`src/rtl/booth_mult_seq_pkg.sv`:
```
// Shared types and constants for the sequential radix-4 Booth multiplier.
// Holds the controller state encoding and the default operand width.
package booth_mult_seq_pkg;

    localparam int unsigned DefaultN = 32;

    typedef enum logic [1:0] {
        StIdle,
        StRun,
        StDone
    } state_e;

endpackage

```
`src/rtl/booth_selector.sv`:
```
// Radix-4 Booth partial-product selector: picks 0, Y or 2Y at N+1 bits and
// one's-complements it for negative digits (the +1 is added by the caller).
module booth_selector #(
    parameter int unsigned N = 32
) (
    input  logic [N-1:0] y,
    input  logic         one,
    input  logic         two,
    input  logic         neg,
    output logic [N:0]   pp
);

    logic [N:0] sel;

    always_comb begin
        sel = '0;
        if (one) begin
            sel = {y[N-1], y};
        end else if (two) begin
            sel = {y, 1'b0};
        end
        pp = sel ^ {(N + 1){neg}};
    end

endmodule

```
`src/rtl/booth_mult_seq.sv`:
```
// Sequential signed N x N multiplier retiring one radix-4 Booth digit per clock.
// Result is published on product only when the last digit has been accumulated.
module booth_mult_seq
    import booth_mult_seq_pkg::*;
#(
    parameter int unsigned N = DefaultN
) (
    input  logic           clk,
    input  logic           rst_n,
    input  logic           start,
    input  logic [N-1:0]   multiplicand,
    input  logic [N-1:0]   multiplier,
    output logic           busy,
    output logic           done,
    output logic [2*N-1:0] product
);

    localparam int unsigned CntW = $clog2(N / 2);
    localparam logic [CntW-1:0] CntLast = CntW'(N / 2 - 1);

    state_e           state_q, state_d;
    logic [N-1:0]     y_q, y_d;
    logic [N-1:0]     x_q, x_d;
    logic [CntW-1:0]  cnt_q, cnt_d;
    logic [2*N-1:0]   acc_q, acc_d;
    logic [2*N-1:0]   product_q, product_d;

    logic [N:0]       x_ext;
    logic [CntW:0]    shamt;
    logic [2:0]       dig;
    logic             one, two, neg;
    logic [N:0]       pp;
    logic [2*N-1:0]   pp_ext;
    logic [2*N-1:0]   addend;
    logic [2*N-1:0]   acc_sum;

    // Digit i is {x[2i+1], x[2i], x[2i-1]} with an implicit zero below bit 0.
    always_comb begin
        x_ext = {x_q, 1'b0};
        shamt = {cnt_q, 1'b0};
        dig   = x_ext[shamt +: 3];
        one   = dig[1] ^ dig[0];
        two   = (dig[2] & ~dig[1] & ~dig[0]) | (~dig[2] & dig[1] & dig[0]);
        neg   = dig[2];
    end

    booth_selector #(
        .N (N)
    ) u_booth_selector (
        .y   (y_q),
        .one (one),
        .two (two),
        .neg (neg),
        .pp  (pp)
    );

    // The neg term completes the two's complement of the inverted selection.
    always_comb begin
        pp_ext  = {{(N - 1){pp[N]}}, pp};
        addend  = (pp_ext << shamt) + ({{(2 * N - 1){1'b0}}, neg} << shamt);
        acc_sum = acc_q + addend;
    end

    always_comb begin
        state_d   = state_q;
        y_d       = y_q;
        x_d       = x_q;
        cnt_d     = cnt_q;
        acc_d     = acc_q;
        product_d = product_q;

        case (state_q)
            StIdle: begin
                if (start) begin
                    y_d     = multiplicand;
                    x_d     = multiplier;
                    cnt_d   = '0;
                    acc_d   = '0;
                    state_d = StRun;
                end
            end
            StRun: begin
                acc_d = acc_sum;
                cnt_d = cnt_q + CntW'(1);
                if (cnt_q == CntLast) begin
                    product_d = acc_sum;
                    cnt_d     = '0;
                    state_d   = StDone;
                end
            end
            StDone: begin
                if (start) begin
                    y_d     = multiplicand;
                    x_d     = multiplier;
                    cnt_d   = '0;
                    acc_d   = '0;
                    state_d = StRun;
                end else begin
                    state_d = StIdle;
                end
            end
            default: begin
                state_d = StIdle;
            end
        endcase
    end

    always_ff @(posedge clk or negedge rst_n) begin
        if (!rst_n) begin
            state_q   <= StIdle;
            y_q       <= '0;
            x_q       <= '0;
            cnt_q     <= '0;
            acc_q     <= '0;
            product_q <= '0;
        end else begin
            state_q   <= state_d;
            y_q       <= y_d;
            x_q       <= x_d;
            cnt_q     <= cnt_d;
            acc_q     <= acc_d;
            product_q <= product_d;
        end
    end

    assign busy    = (state_q == StRun);
    assign done    = (state_q == StDone);
    assign product = product_q;

endmodule

```
`config.mk`:
```
export PLATFORM = sky130hd
export DESIGN_NAME = booth_mult_seq
export DESIGN_NICKNAME = d
export VERILOG_FILES = /design/src/rtl/booth_mult_seq_pkg.sv /design/src/rtl/booth_selector.sv /design/src/rtl/booth_mult_seq.sv
export SDC_FILE = /design/constraint.sdc
export NUM_CORES = 1
export LEC_CHECK = 0
export BUFFER_PORTS_ARGS = -buffer_cell sky130_fd_sc_hd__buf_2
export CAP_MARGIN = 10
export CELL_PAD_IN_SITES_DETAIL_PLACEMENT = 1
export CELL_PAD_IN_SITES_GLOBAL_PLACEMENT = 2
export CORE_MARGIN = 10
export CORE_UTILIZATION = 41
export CTS_CLUSTER_SIZE = 16
export DETAILED_ROUTE_END_ITERATION = 12
export GPL_TIMING_DRIVEN = 0
export PLACE_DENSITY_LB_ADDON = 0.25
export SETUP_SLACK_MARGIN = 0.3
export SLEW_MARGIN = 25
export SYNTH_ARGS = -nofsm -noshare
export SYNTH_HDL_FRONTEND = slang
export SYNTH_HIERARCHICAL = 1
export SYNTH_SLANG_ARGS = --single-unit
export TNS_END_PERCENT = 1
```
`constraint.sdc`:
```
create_clock -name clk -period 9.5 [get_ports clk]
set_clock_uncertainty 0.05 [all_clocks]
set_input_delay 0.95 -clock clk [delete_from_list [all_inputs] [get_ports clk]]
set_output_delay 0.95 -clock clk [all_outputs]
set_load 0.01 [all_outputs]
```
# Yosys cells after proc, flatten, opt, wreduce, memory -nomap -nowiden
# Index checks and enable logic that the tools add are counted.
# word_totals
input_bits,67
register_bits,198
output_inout_bits,66
# op_classes
n_shift,3
add_sub_neg,3
eq_ne,6
n_mux,11
bitwise_logic,10
n_reduce_logical,7
# ops
cell,n
adder 64 bit,2
case mux 64 bit (2 select lines),1
2-to-1 mux 33 bit,2
2-to-1 mux 64 bit,1
<< shifter 1 x 5 -> 64 bit,1
<< shifter 64 x 5 -> 64 bit,1
indexed part select 33 x 6 -> 3 bit,1
bitwise XOR 33 bit,1
2-to-1 mux 4 bit,2
case mux 4 bit (2 select lines),1
AND reduction 2 bit,4
case mux 2 bit (3 select lines),1
adder 4 x 1 -> 4 bit (second input constant),1
AND 1 bit,4
== test 4 bit (second input constant),1
2-to-1 mux 2 bit,2
!= test 2 x 1 -> 1 bit (second input constant),2
inverter 1 bit,3
== test 2 x 1 -> 1 bit (second input constant),1
== test 2 bit (second input constant),1
logical NOT 2 bit,1
!= test 2 bit (second input constant),1
nonzero test 2 bit,1
OR reduction 2 bit,1
3 further kinds,3

# Longest topological paths before layout
# depth
depth_word,12
ltp_mapped,33

# By module
# The synthesis kept the hierarchy.
# by_module_without_submodules
module,cells_each,area_each_um2,seq_area_each_um2,instances
booth_mult_seq,1605,14625.3,4954.8,1
booth_selector,190,1488.9,0.0,1

# Worst setup path before layout
# No wires, ideal clock.
# synth_timing
path_kind,flip-flop to flip-flop
from,register cnt_q[0]
to,register acc_q[48]
path_slack_ps,3240
required_time_ps,9326
arrival_time_ps,6086
stages_incl_launch_ff,26
setup_time_ps,124
cell_sequence,dfrtp_1 > buf_2 > mux4_2 > mux4_2 > or3_1 > nand2_1 > buf_2 > buf_2 > nand3b_1 > a211oi_2 > mux2i_1 > o21ai_0 > mux2i_1 > or2_2 > fa_1 > inv_1 > ha_1 > o211ai_1 > nor2_1 > a2bb2oi_1 > nor4b_1 > o21ai_1 > a21o_1 > a211o_1 > and4_4 > a211o_1
# synth_via
elab_chain_cells,12
# synth_lines
element,line_no,rtl
from (decl),booth_mult_seq.sv:24,"logic [CntW-1:0] cnt_q, cnt_d;"
from (signal assigned),booth_mult_seq.sv:120,cnt_q <= cnt_d;
indexed part select 33 x 6 -> 3 bit (*),booth_mult_seq.sv:41,dig = x_ext[shamt +: 3];
inverter 1 bit,booth_mult_seq.sv:43,two = (dig[2] & ~dig[1] & ~dig[0]) | (~dig[2] & dig[1] & dig[0]);
AND 1 bit (2 in a row),booth_mult_seq.sv:43,
OR 1 bit (*),booth_mult_seq.sv:43,
via two,booth_mult_seq.sv:31,"logic one, two, neg;"
2-to-1 mux 33 bit (*),booth_selector.sv:19,end else if (two) begin
2-to-1 mux 33 bit (*),booth_selector.sv:17,if (one) begin
bitwise XOR 33 bit (*),booth_selector.sv:22,pp = sel ^ {(N + 1){neg}};
via pp[4],booth_mult_seq.sv:32,logic [N:0] pp;
<< shifter 64 x 5 -> 64 bit (*),booth_mult_seq.sv:60,"addend = (pp_ext << shamt) + ({{(2 * N - 1){1'b0}}, neg} << shamt);"
adder 64 bit (*),booth_mult_seq.sv:60,
adder 64 bit (*),booth_mult_seq.sv:61,acc_sum = acc_q + addend;
case mux 64 bit (2 select lines) (*),booth_mult_seq.sv:72,case (state_q)
to (signal assigned),booth_mult_seq.sv:114,acc_q <= '0;
to (signal assigned),booth_mult_seq.sv:121,acc_q <= acc_d;
to (decl),booth_mult_seq.sv:25,"logic [2*N-1:0] acc_q, acc_d;"
# Mark *: on every way through the listed nets, which the timed path passes. The rest lies on a longest branch.
# A chain may end at the register's enable or synchronous reset.

# Worst setup path after layout
# layout_timing
from,register cnt_q[0]
to,"register product_q[63], in the netlist product[63]"
# layout_via
elab_chain_cells,11
# layout_lines
element,line_no,rtl
indexed part select 33 x 6 -> 3 bit (*),booth_mult_seq.sv:41,
inverter 1 bit,booth_mult_seq.sv:43,
AND 1 bit (2 in a row),booth_mult_seq.sv:43,
OR 1 bit (*),booth_mult_seq.sv:43,
via two,booth_mult_seq.sv:31,
2-to-1 mux 33 bit (*),booth_selector.sv:19,
2-to-1 mux 33 bit (*),booth_selector.sv:17,
bitwise XOR 33 bit (*),booth_selector.sv:22,
via pp[32],booth_mult_seq.sv:32,
<< shifter 64 x 5 -> 64 bit (*),booth_mult_seq.sv:60,
adder 64 bit (*),booth_mult_seq.sv:60,
adder 64 bit (*),booth_mult_seq.sv:61,
to (signal assigned),booth_mult_seq.sv:122,product_q <= product_d;
to (decl),booth_mult_seq.sv:26,"logic [2*N-1:0] product_q, product_d;"
# Marked as above.

==> impl_metrics.tcl <==
set metrics [dict create \
    cp.arrival_ns 8.84 \
    timing.slew.headroom_pct 33.1 \
    coreArea_um2 38700 \
    final-setup-viol-count 0 \
    place_hpwl_um 46700 \
    grt.total_usage_pct 24.5 \
    synth_edf_count 0 \
    synth_area_leader_cell "dfrtp_1" \
    cts_setup_buffers 0 \
    row_count 72 \
    hold_viol 0 \
    vias_per_cell 5.94 \
    min_period_ns 8.55 \
    drc 0 \
    die-area_um2 47600 \
    nFillCells 4664 \
    antenna_found_initial 2 \
    cts_buffer_depth 2 \
    cap_violations 0 \
    ys_warn_count 6 \
    cts_tree "done" \
    synth_nets 1989 \
    clk_pin_slew_ns 0.08 \
    worstSkewPairLatency_ns 0.49 \
    async_reset_ff_share_pct 100 \
    slowest_stage "mux4_2" \
    grt_overflow 0 \
    crit_path_start_kind "register" \
    ys_types 75 \
    grt_pass1_vias 15250 \
    ant_nets 0 \
    yosysTopAreaCellShare_pct 30.7 \
    avgSynthCellArea_um2 8.98 \
    die_w_um 218 \
    finalCritPeriodShare_pct 90.0 \
    synthFlopType "dfrtp_1" \
    drive_gt1_share_pct 19.2 \
    diodes 0 \
    via_count 14713 \
    slew_viol_final 0 \
    ctsHoldBuffers 0 \
    status "finished, final reports clean" \
    cp_max_fo 10 \
    drt_iter0_drc 881 \
    area_growth_pct 12.3 \
    clock.fmax_mhz 117 \
    cts_resized 0 \
    first_pass_iters 5 \
    tightestPinTransition_ns 1.00 \
    netlist_instances 1795 \
    crit_buf_inv 5 \
    hp-class "input port to async pin" \
    gp_congestion 0.949 \
    end_kind "register" \
    cts_made_buffers 17 \
    slowest_delay_ns 0.60 \
    synth.cell_area_um2 16100 \
    path_delay_family "compound AO/OA/AOI/OAI gates" \
    ys_ff_latch 198 \
    fin_nets 2142 \
    required_ns 9.79 \
    die-height_um 218 \
    htree_num_levels 4 \
    start_util_pct 41.6 \
    clock-sinks 198 \
    port_buffers 132 \
    routed_wl_um 58700 \
    criticalPathCategory "register to register" \
    synthTopCellsByArea "dfrtp_1, ha_1, mux2_2, nand2_1, a21oi_1" \
    rsz0062_at_grt "false" \
    grt_pass1_wl_um 90900 \
    io_pins 133 \
    cts_root_buf "clkbuf_16" \
    final.setup.tns_ns 0 \
    grt_max_degree 84 \
    wl_per_cell_um 23.7 \
    synth_seq_area_share_pct 30.7 \
]
-- sequential cells by signal, indices dropped and copies added, names as in the netlist --
signal / flops
acc_q: 64
cnt_q: 4
product: 64
state_q: 2
x_q: 32
y_q: 32
-- per-stage QoR --
| step | hold slack (ns) | instance area, um^2 | instances | util (%) | worst slack (ns) |
|---|---|---|---|---|---|
| after floorplan | 0.400 | 16100 | 1795 | - | 3.24 |
| after global placement | 0.403 | 17400 | 2445 | 45.0 | 1.14 |
| after detailed placement | 0.408 | 17500 | 2447 | 45.1 | 1.12 |
| after CTS | 0.309 | 18100 | 2479 | 46.7 | 1.04 |
| after global routing | 0.342 | 18100 | 2479 | 46.7 | 0.422 |
| final | 0.322 | 18100 | 2479 | 46.7 | 0.946 |
-- cell type report --
type / instances / area (um^2) / area share [%]
repair buffers: 134 / 726 / 4.01
well taps: 518 / 648 / 3.58
clock buffers: 17 / 425 / 2.35
multi-input cells: 1407 / 10300 / 57.2
plain buffers: 131 / 594 / 3.29
inverters: 59 / 221 / 1.22
flip-flops and latches: 198 / 4950 / 27.4
clock inverters: 15 / 173 / 0.955
-- final timing paths --
check	start	to	slack (ns)	cells after the start
max in group asynchronous	rst_n	x_q[2]	8.30	2
worst min-delay path	rst_n	acc_q[14]	0.32	1
worst max-delay path	cnt_q[0]	product[63]	0.95	28
worst max register to register	cnt_q[0]	product[63]	0.95	28
min in group clk	product[21]	product[21]	0.42	2
worst min register to register	product[21]	product[21]	0.42	2
-- Yosys cell counts (all sizes together), types with 23 or more instances --
cell / number
clkbuf: 77
nand2: 245
o21ai: 91
a211oi: 43
inv: 59
and3: 43
a22o: 46
mux2i: 38
a21o: 38
nand4: 36
mux2: 87
nor2: 84
ha: 110
buf: 54
dfrtp: 198
nand3b: 31
mux4: 23
nor3: 24
xnor2: 29
a21oi: 160
and4b: 31
nand3: 42
xor2: 23
-- layer usage --
| layer | global-route usage, % | share of wire, % | vias up | wire length (um) |
|---|---|---|---|---|
| met5 | 0 | 0.012 | - | 7 |
| met4 | 7.36 | 2.2 | 2 | 1310 |
| met3 | 3.90 | 4.4 | 50 | 2570 |
| met2 | 39.4 | 47 | 327 | 27400 |
| met1 | 33.3 | 47 | 7461 | 27400 |
| li1 | - | - | 6873 | - |
-- logic make-up after synthesis --
family          count (synthesis)  share of synthesized area, %
flops                         198                          30.7
simple gates                  602                          19.0
buf+inv                       190                          5.05
compound gates                478                          20.1
mux                           148                          11.7
fa+ha+maj                     127                          10.7
xor+xnor                       52                          2.83
-- worst reg2reg max path: cells and delay by family (launching register included) --
family	cells	cell delay (ns)
buffers and inverters	5	1.55
and+or+nand+nor	5	0.80
adders and majority gates	2	0.50
DFF	1	0.52
AOI/OAI and AO/OA	12	3.44
xor gates and xnor gates	3	0.92
muxes	1	0.61
-- layout by cell type, fill, tap and decap left out, types with 17 or more instances in the layout --
cell	instances
mux4_2	23
fa_1	17
a22o_1	46
mux2_2	87
clkbuf_16	17
xor2_1	23
nand4_1	36
a21o_1	35
and4b_1	31
nand2_1	244
nand3b_1	31
nor2_1	83
dfrtp_1	198
and3_1	43
a211oi_2	32
buf_2	165
ha_1	110
a21oi_1	159
nor3_1	24
xnor2_1	29
nand3_1	42
inv_1	59
clkbuf_1	73
mux2i_1	38
o21ai_0	74
Power is left out: the tool's default activity adds up to more than one toggle a clock period on the data nets, which glitch-free logic cannot reach.
